--- src/rtl/ps2_keyb_rx.sv ---
// ps2_keyb_rx: host-side PS/2 keyboard receiver.
// Synchronises and glitch-filters the keyboard clock and data lines,
// deframes 11-bit device-to-host frames, folds E0/F0 prefixes into flags and
// emits one key event per scancode.
// Optional build macro: PS2_RX_TIMEOUT_EN adds an inactivity timeout that
// abandons a partial frame after TIMEOUT_CYCLES clocks without a clock edge.
`timescale 1ns/1ps
module ps2_keyb_rx #(
  parameter int FILTER_LEN     = 8,
  parameter int TIMEOUT_CYCLES = 50000
) (
  input  logic       clk,
  input  logic       reset_n,
  input  logic       ps2_clk,
  input  logic       ps2_dat,
  output logic [7:0] code,
  output logic       extended,
  output logic       released,
  output logic       valid,
  output logic       frame_err
);

  localparam int FCW = (FILTER_LEN > 1) ? $clog2(FILTER_LEN) : 1;

  typedef enum logic [1:0] {
    S_IDLE,
    S_DATA,
    S_PARITY,
    S_STOP
  } state_t;

  // Bit 1 carries the PS/2 clock, bit 0 the PS/2 data.
  logic [1:0]          sync1_q, sync2_q;
  logic [1:0]          filt_q, filt_d;
  logic [1:0][FCW-1:0] fcnt_q, fcnt_d;
  logic                fclk_prev_q;

  state_t      state_q, state_d;
  logic [2:0]  bit_cnt_q, bit_cnt_d;
  logic [7:0]  shift_q, shift_d;
  logic        par_err_q, par_err_d;
  logic        byte_ok_q, byte_ok_d;
  logic        ext_pend_q, ext_pend_d;
  logic        rel_pend_q, rel_pend_d;
  logic [7:0]  code_q, code_d;
  logic        ext_q, ext_d;
  logic        rel_q, rel_d;
  logic        valid_q, valid_d;
  logic        frame_err_q, frame_err_d;

  logic sample_pt;
  logic dat_f;

  // Two-flop synchronisers, filters and filtered-clock history.
  // NOTE: the synchroniser and filter flops reset to 1, the idle bus level,
  // so leaving reset never looks like a falling clock edge or a start bit.
  always_ff @(posedge clk or negedge reset_n) begin
    if (!reset_n) begin
      sync1_q     <= 2'b11;
      sync2_q     <= 2'b11;
      filt_q      <= 2'b11;
      fcnt_q      <= '0;
      fclk_prev_q <= 1'b1;
    end else begin
      // NOTE: sequential state uses non-blocking assignments so every flop
      // samples the pre-edge value of its neighbours, as the hardware does.
      sync1_q     <= {ps2_clk, ps2_dat};
      sync2_q     <= sync1_q;
      filt_q      <= filt_d;
      fcnt_q      <= fcnt_d;
      fclk_prev_q <= filt_q[1];
    end
  end

  // Filter: flip a line only after FILTER_LEN consecutive differing samples.
  always_comb begin
    // NOTE: every output of a combinational block gets a default first so no
    // path leaves it unassigned, which would infer a latch.
    filt_d = filt_q;
    fcnt_d = '0;
    for (int i = 0; i < 2; i++) begin
      if (sync2_q[i] != filt_q[i]) begin
        if (fcnt_q[i] == FCW'(FILTER_LEN - 1)) filt_d[i] = sync2_q[i];
        else                                   fcnt_d[i] = fcnt_q[i] + FCW'(1);
      end
    end
  end

  // The cycle right after the filtered clock falls is the bit sample point.
  assign sample_pt = fclk_prev_q & ~filt_q[1];
  assign dat_f     = filt_q[0];

`ifdef PS2_RX_TIMEOUT_EN
  localparam int TCW = $clog2(TIMEOUT_CYCLES + 1);
  logic [TCW-1:0] to_cnt_q, to_cnt_d;
`else
  logic unused_timeout;
  assign unused_timeout = (TIMEOUT_CYCLES != 0);
`endif

  // Frame FSM, prefix folding and event output.
  always_comb begin
    state_d     = state_q;
    bit_cnt_d   = bit_cnt_q;
    shift_d     = shift_q;
    par_err_d   = par_err_q;
    byte_ok_d   = 1'b0;
    ext_pend_d  = ext_pend_q;
    rel_pend_d  = rel_pend_q;
    code_d      = code_q;
    ext_d       = ext_q;
    rel_d       = rel_q;
    valid_d     = 1'b0;
    frame_err_d = 1'b0;

    // A byte accepted on the previous cycle is folded or published here.
    if (byte_ok_q) begin
      case (shift_q)
        8'hE0:   ext_pend_d = 1'b1;
        8'hF0:   rel_pend_d = 1'b1;
        default: begin
          code_d     = shift_q;
          ext_d      = ext_pend_q;
          rel_d      = rel_pend_q;
          valid_d    = 1'b1;
          ext_pend_d = 1'b0;
          rel_pend_d = 1'b0;
        end
      endcase
    end

    if (sample_pt) begin
      case (state_q)
        S_IDLE: begin
          if (!dat_f) begin
            state_d   = S_DATA;
            bit_cnt_d = 3'd0;
          end else begin
            frame_err_d = 1'b1;
          end
        end
        S_DATA: begin
          shift_d   = {dat_f, shift_q[7:1]};
          bit_cnt_d = bit_cnt_q + 3'd1;
          if (bit_cnt_q == 3'd7) state_d = S_PARITY;
        end
        S_PARITY: begin
          par_err_d = ~(^{shift_q, dat_f});
          state_d   = S_STOP;
        end
        S_STOP: begin
          if (dat_f && !par_err_q) begin
            byte_ok_d = 1'b1;
          end else begin
            frame_err_d = 1'b1;
            ext_pend_d  = 1'b0;
            rel_pend_d  = 1'b0;
          end
          state_d = S_IDLE;
        end
        default: state_d = S_IDLE;
      endcase
    end

`ifdef PS2_RX_TIMEOUT_EN
    // to_cnt_q counts cycles since the last sample point inside a frame.
    to_cnt_d = '0;
    if (sample_pt) begin
      to_cnt_d = TCW'(1);
    end else if (state_q != S_IDLE) begin
      if (to_cnt_q == TCW'(TIMEOUT_CYCLES - 1)) begin
        state_d     = S_IDLE;
        frame_err_d = 1'b1;
        ext_pend_d  = 1'b0;
        rel_pend_d  = 1'b0;
      end else begin
        to_cnt_d = to_cnt_q + TCW'(1);
      end
    end
`endif
  end

  // FSM and output registers.
  always_ff @(posedge clk or negedge reset_n) begin
    if (!reset_n) begin
      state_q     <= S_IDLE;
      bit_cnt_q   <= '0;
      shift_q     <= '0;
      par_err_q   <= 1'b0;
      byte_ok_q   <= 1'b0;
      ext_pend_q  <= 1'b0;
      rel_pend_q  <= 1'b0;
      code_q      <= '0;
      ext_q       <= 1'b0;
      rel_q       <= 1'b0;
      valid_q     <= 1'b0;
      frame_err_q <= 1'b0;
`ifdef PS2_RX_TIMEOUT_EN
      to_cnt_q    <= '0;
`endif
    end else begin
      state_q     <= state_d;
      bit_cnt_q   <= bit_cnt_d;
      shift_q     <= shift_d;
      par_err_q   <= par_err_d;
      byte_ok_q   <= byte_ok_d;
      ext_pend_q  <= ext_pend_d;
      rel_pend_q  <= rel_pend_d;
      code_q      <= code_d;
      ext_q       <= ext_d;
      rel_q       <= rel_d;
      valid_q     <= valid_d;
      frame_err_q <= frame_err_d;
`ifdef PS2_RX_TIMEOUT_EN
      to_cnt_q    <= to_cnt_d;
`endif
    end
  end

  assign code      = code_q;
  assign extended  = ext_q;
  assign released  = rel_q;
  assign valid     = valid_q;
  assign frame_err = frame_err_q;

endmodule
--- config.mk ---
export PLATFORM = sky130hd
export DESIGN_NAME = ps2_keyb_rx
export DESIGN_NICKNAME = d
export VERILOG_FILES = /design/src/rtl/ps2_keyb_rx.sv
export SDC_FILE = /design/constraint.sdc
export NUM_CORES = 1
export LEC_CHECK = 0
export BUFFER_PORTS_ARGS = -buffer_cell sky130_fd_sc_hd__buf_2
export CAP_MARGIN = 15
export CORE_MARGIN = 2
export CORE_UTILIZATION = 60
export CTS_BUF_LIST = sky130_fd_sc_hd__clkbuf_4
export CTS_CLUSTER_SIZE = 25
export DETAILED_ROUTE_END_ITERATION = 10
export PLACE_DENSITY_LB_ADDON = 0.2
export SLEW_MARGIN = 0
export SYNTH_ARGS = -nofsm -noshare
export SYNTH_HDL_FRONTEND = slang
export SYNTH_SLANG_ARGS = --single-unit
--- constraint.sdc ---
create_clock -name clk -period 1.7 [get_ports clk]
set_input_delay 0.255 -clock clk [delete_from_list [all_inputs] [get_ports clk]]
set_output_delay 0.255 -clock clk [all_outputs]
set_load 0.005 [all_outputs]
==> run_results.csv <==
group,metric,value,unit
global_routing,busiest_layer,"met2",
global_routing,overflow,0,
global_routing,grt_max_degree,43,
yosys,netlist_area,1820,sq um
yosys,ys_types,33,
floorplanning,die_width,59.1,um
power,ir_drop,841,uV
critical_path,worstPathMaxFanout,5,
routing,dr_total_vias,1151,
clock_tree,htreeDepth,2,
timing,tightestPinTransition,490,ps
clock_tree,clk_latency,340,ps
floorplanning,start_util,64.4,%
clock_tree,clock_path_buffers,2,
routing,viasPerCell,5.56,
timing,setup_viol,1,
final_layout,drive_gt1_share,31.8,%
critical_path,path_buf_inv,1,
critical_path,crit_family,"flip-flops",
place,gp_congestion,0.786,
yosys,ys_ff_latch,42,
min_path,min_path_cells,0,
timing,clock_skew,9.95,ps
timing,finalCritPeriodShare,100,%
global_routing,track_usage,20.7,%
floorplanning,num_rows,19,
clock_tree,cts_tree,"built",
routing,drt_pass1_iterations,4,
timing,timing.slew.headroom,67.4,%
floorplanning,io_pins,16,
timing,rsz0062_at_grt,"true",
routing,drc,0,
routing,drtAntennaViolNets,0,
clock_tree,path_clk_slew,110,ps
timing,fin_ws,-0.149,ps
yosys,synth_flop_cell,"dfrtp_1",
critical_path,crit_type,"reg -> reg",
floorplanning,die-area,3490,sq um
global_routing,antenna_found_initial,0,
place,hpwlAfterDp,2180,um
flow_run,maxCapViolations,0,
final_layout,final_util,74.7,%
floorplanning,die_height,59.1,um
yosys,ys_async_sr_fraction,100,%
power,finalPower,0.00269,W
clock_tree,cts_made_buffers,5,
yosys,yosys_warnings,0,
critical_path,r2r-start,"shift_q[3]",
global_routing,grt_pass1_wl,5260,um
power,cellPowerDensity,1270,nW/um^2
clock_tree,root_buffer,"clkbuf_4",
yosys,syn-num-nets,160,
status,outcome,"finished, violations left",
routing,post_drt_wl_per_cell,15.1,um
floorplanning,fp.coreArea,2830,sq um
yosys,ys_seq_area_share,58.2,%
status,failed_checks,"negative setup slack",
critical_path,rr_endpoint,"released",
timing,clock.fmax,588,MHz
final_layout,syn_to_final_growth,16.1,%
critical_path,startpoint_type,"flip-flop",
timing,min_period,1700,ps
critical_path,reg2reg_setup_slack,-0.1,ps
place,io_buffers,15,
min_path,hold_end,"sync2_q[0]",
final_layout,diodes,0,
min_path,hp-class,"reg -> reg",
place,dpl.cell_count,191,
final_layout,fin_nets,189,
clock_tree,cts.sink_count,42,
global_routing,use_met2,37.1,%
power,p_leak,1.08,nW
critical_path,crit_path_end_kind,"flip-flop",
critical_path,cp_data_arrival_time,1940,ps
critical_path,worst-r2r-cell-count,4,
critical_path,worst_ep_required_time,1940,ps
global_routing,met1_usage,22.6,%
global_routing,grt_pass1_vias,1174,
critical_path,slowest_delay,450,ps
yosys,synth-edff-count,0,
timing,slew_viol_final,0,
min_path,worstHoldStart,"sync1_q[0]",
yosys,avgSynthCellArea,12.5,sq um
timing,hold_viol,0,
final_layout,final-instance-count-excl-fill,207,
routing,drtIter0Drc,43,
critical_path,cp_cell_sequence,"nand4b_1 -> o41ai_4 -> buf_6 -> mux2_4",
yosys,syn_inst,146,
global_routing,grtUsageMet3,6.55,%
critical_path,cp_slowest_cell,"dfrtp_2",
routing,routed_wl,3120,um
## how the worst max path moves through the flow
stage	from	end	slack (ps)	cells past startpoint
3_5_place_dp	shift_q[3]	extended	70	4
3_3_place_gp	shift_q[3]	released	140	4
5_1_grt	shift_q[3]	released	-60	4
6_report	shift_q[3]	released	-0.1	4
4_1_cts	shift_q[3]	extended	10	4
2_1_floorplan	shift_q[3]	code[5]	170	4
## area by class of cell
cell class | instances | area, sq um
fill | 193 | 714
clock buffer | 7 | 52.6
multi-input combinational | 94 | 737
timing repair buffer | 27 | 176
clock inverter | 1 | 30.0
sequential | 42 | 1060
tap | 31 | 38.8
inverter | 5 | 18.8
## Yosys cell counts (all sizes together) (2+ instances only)
library cell	number	share of area [%]
dfrtp	35	48
nand2	22	4.5
mux2	13	8.4
ha	10	6.9
dfstp	7	10
xnor2	6	2.9
a21oi	5	1.4
inv	5	1.0
nor2b	4	1.4
nor3b	4	1.6
a31oi	3	1.0
clkbuf	3	0.62
nand2b	3	1.0
nor2	3	0.62
o21ai	3	0.82
and2	2	0.69
buf	2	0.89
nand3	2	0.55
nor3	2	0.55
o221ai	2	0.96
xor2	2	0.96
## sequential cells by signal, summed over array words and instances (netlist names)
register	count
bit_cnt_q	3
byte_ok_q	1
code	8
ext_pend_q	1
extended	1
fclk_prev_q	1
fcnt_q	6
filt_q	2
frame_err	1
par_err_q	1
rel_pend_q	1
released	1
shift_q	8
state_q	2
sync1_q	2
sync2_q	2
valid	1
## cell usage in the layout (no fill, tap or decap), types with 3 or more instances in the layout
cell type,count
buf_4,8
xnor2_1,6
nor2b_1,4
a31oi_1,3
dfstp_2,7
dlygate4sd3_1,3
buf_2,15
clkbuf_4,7
mux2_4,4
nand2b_1,3
nor2_1,3
inv_1,4
ha_1,10
mux2_2,9
a21oi_1,5
nor3b_1,4
dfrtp_1,34
nand2_1,21
## where the power goes
| part | leakage, nW | internal [W] | switching, W |
|---|---|---|---|
| Sequential | 0.546 | 0.00119 | 0.000135 |
| Combinational | 0.492 | 0.000349 | 0.000382 |
| Clock | 0.0463 | 0.000344 | 0.000297 |
| Total | 1.08 | 0.00188 | 0.000814 |
## logic make-up (layout without fill, tap and decap cells)
| family | count (synthesis) | in the layout | share of synthesized area, % |
|---|---|---|---|
| AND/OR/NAND/NOR | 43 | 43 | 11.5 |
| flip-flops | 42 | 42 | 58.2 |
| AO/OA/AOI/OAI | 18 | 18 | 6.87 |
| multiplexers | 14 | 14 | 9.00 |
| adder cells (fa/ha/maj) | 10 | 10 | 6.87 |
| buffers and inverters | 10 | 40 | 2.54 |
| XOR/XNOR | 9 | 9 | 5.08 |
## stage by stage
step	TNS (ps)	hold slack (ps)	setup WS [ps]	instance area, sq um
after floorplan	0	-40.6	174	1820
after global placement	0	331	141	1940
after detailed placement	0	341	66.5	1940
after CTS	0	364	13.9	2060
after global routing	-272	367	-62.8	2110
final	-0.149	362	-0.149	2110
## worst register-to-register path, cell delays in order (launching register included)
cell and delay [ps]:
dfrtp_2 450, nand4b_1 260, o41ai_4 400, buf_6 190
mux2_4 300
## per-layer routing
| layer | wire length, um | vias to the layer above | part of all wire [%] |
|---|---|---|---|
| li1 | - | 552 | - |
| met1 | 1270 | 564 | 41 |
| met2 | 1680 | 26 | 54 |
| met3 | 110 | 9 | 3.5 |
| met4 | 59 | 0 | 1.9 |
| met5 | 0 | - | 0 |
## repair_timing
action,4_1_cts,5_1_grt
endpoints found under the setup margin,2,12
setup buffers,1,4
hold buffers,3,0
hold endpoints to repair,37,0
pin swaps,0,1
gates resized for setup,0,8
cloned,0,1
Power figures use the tool's default switching activity.
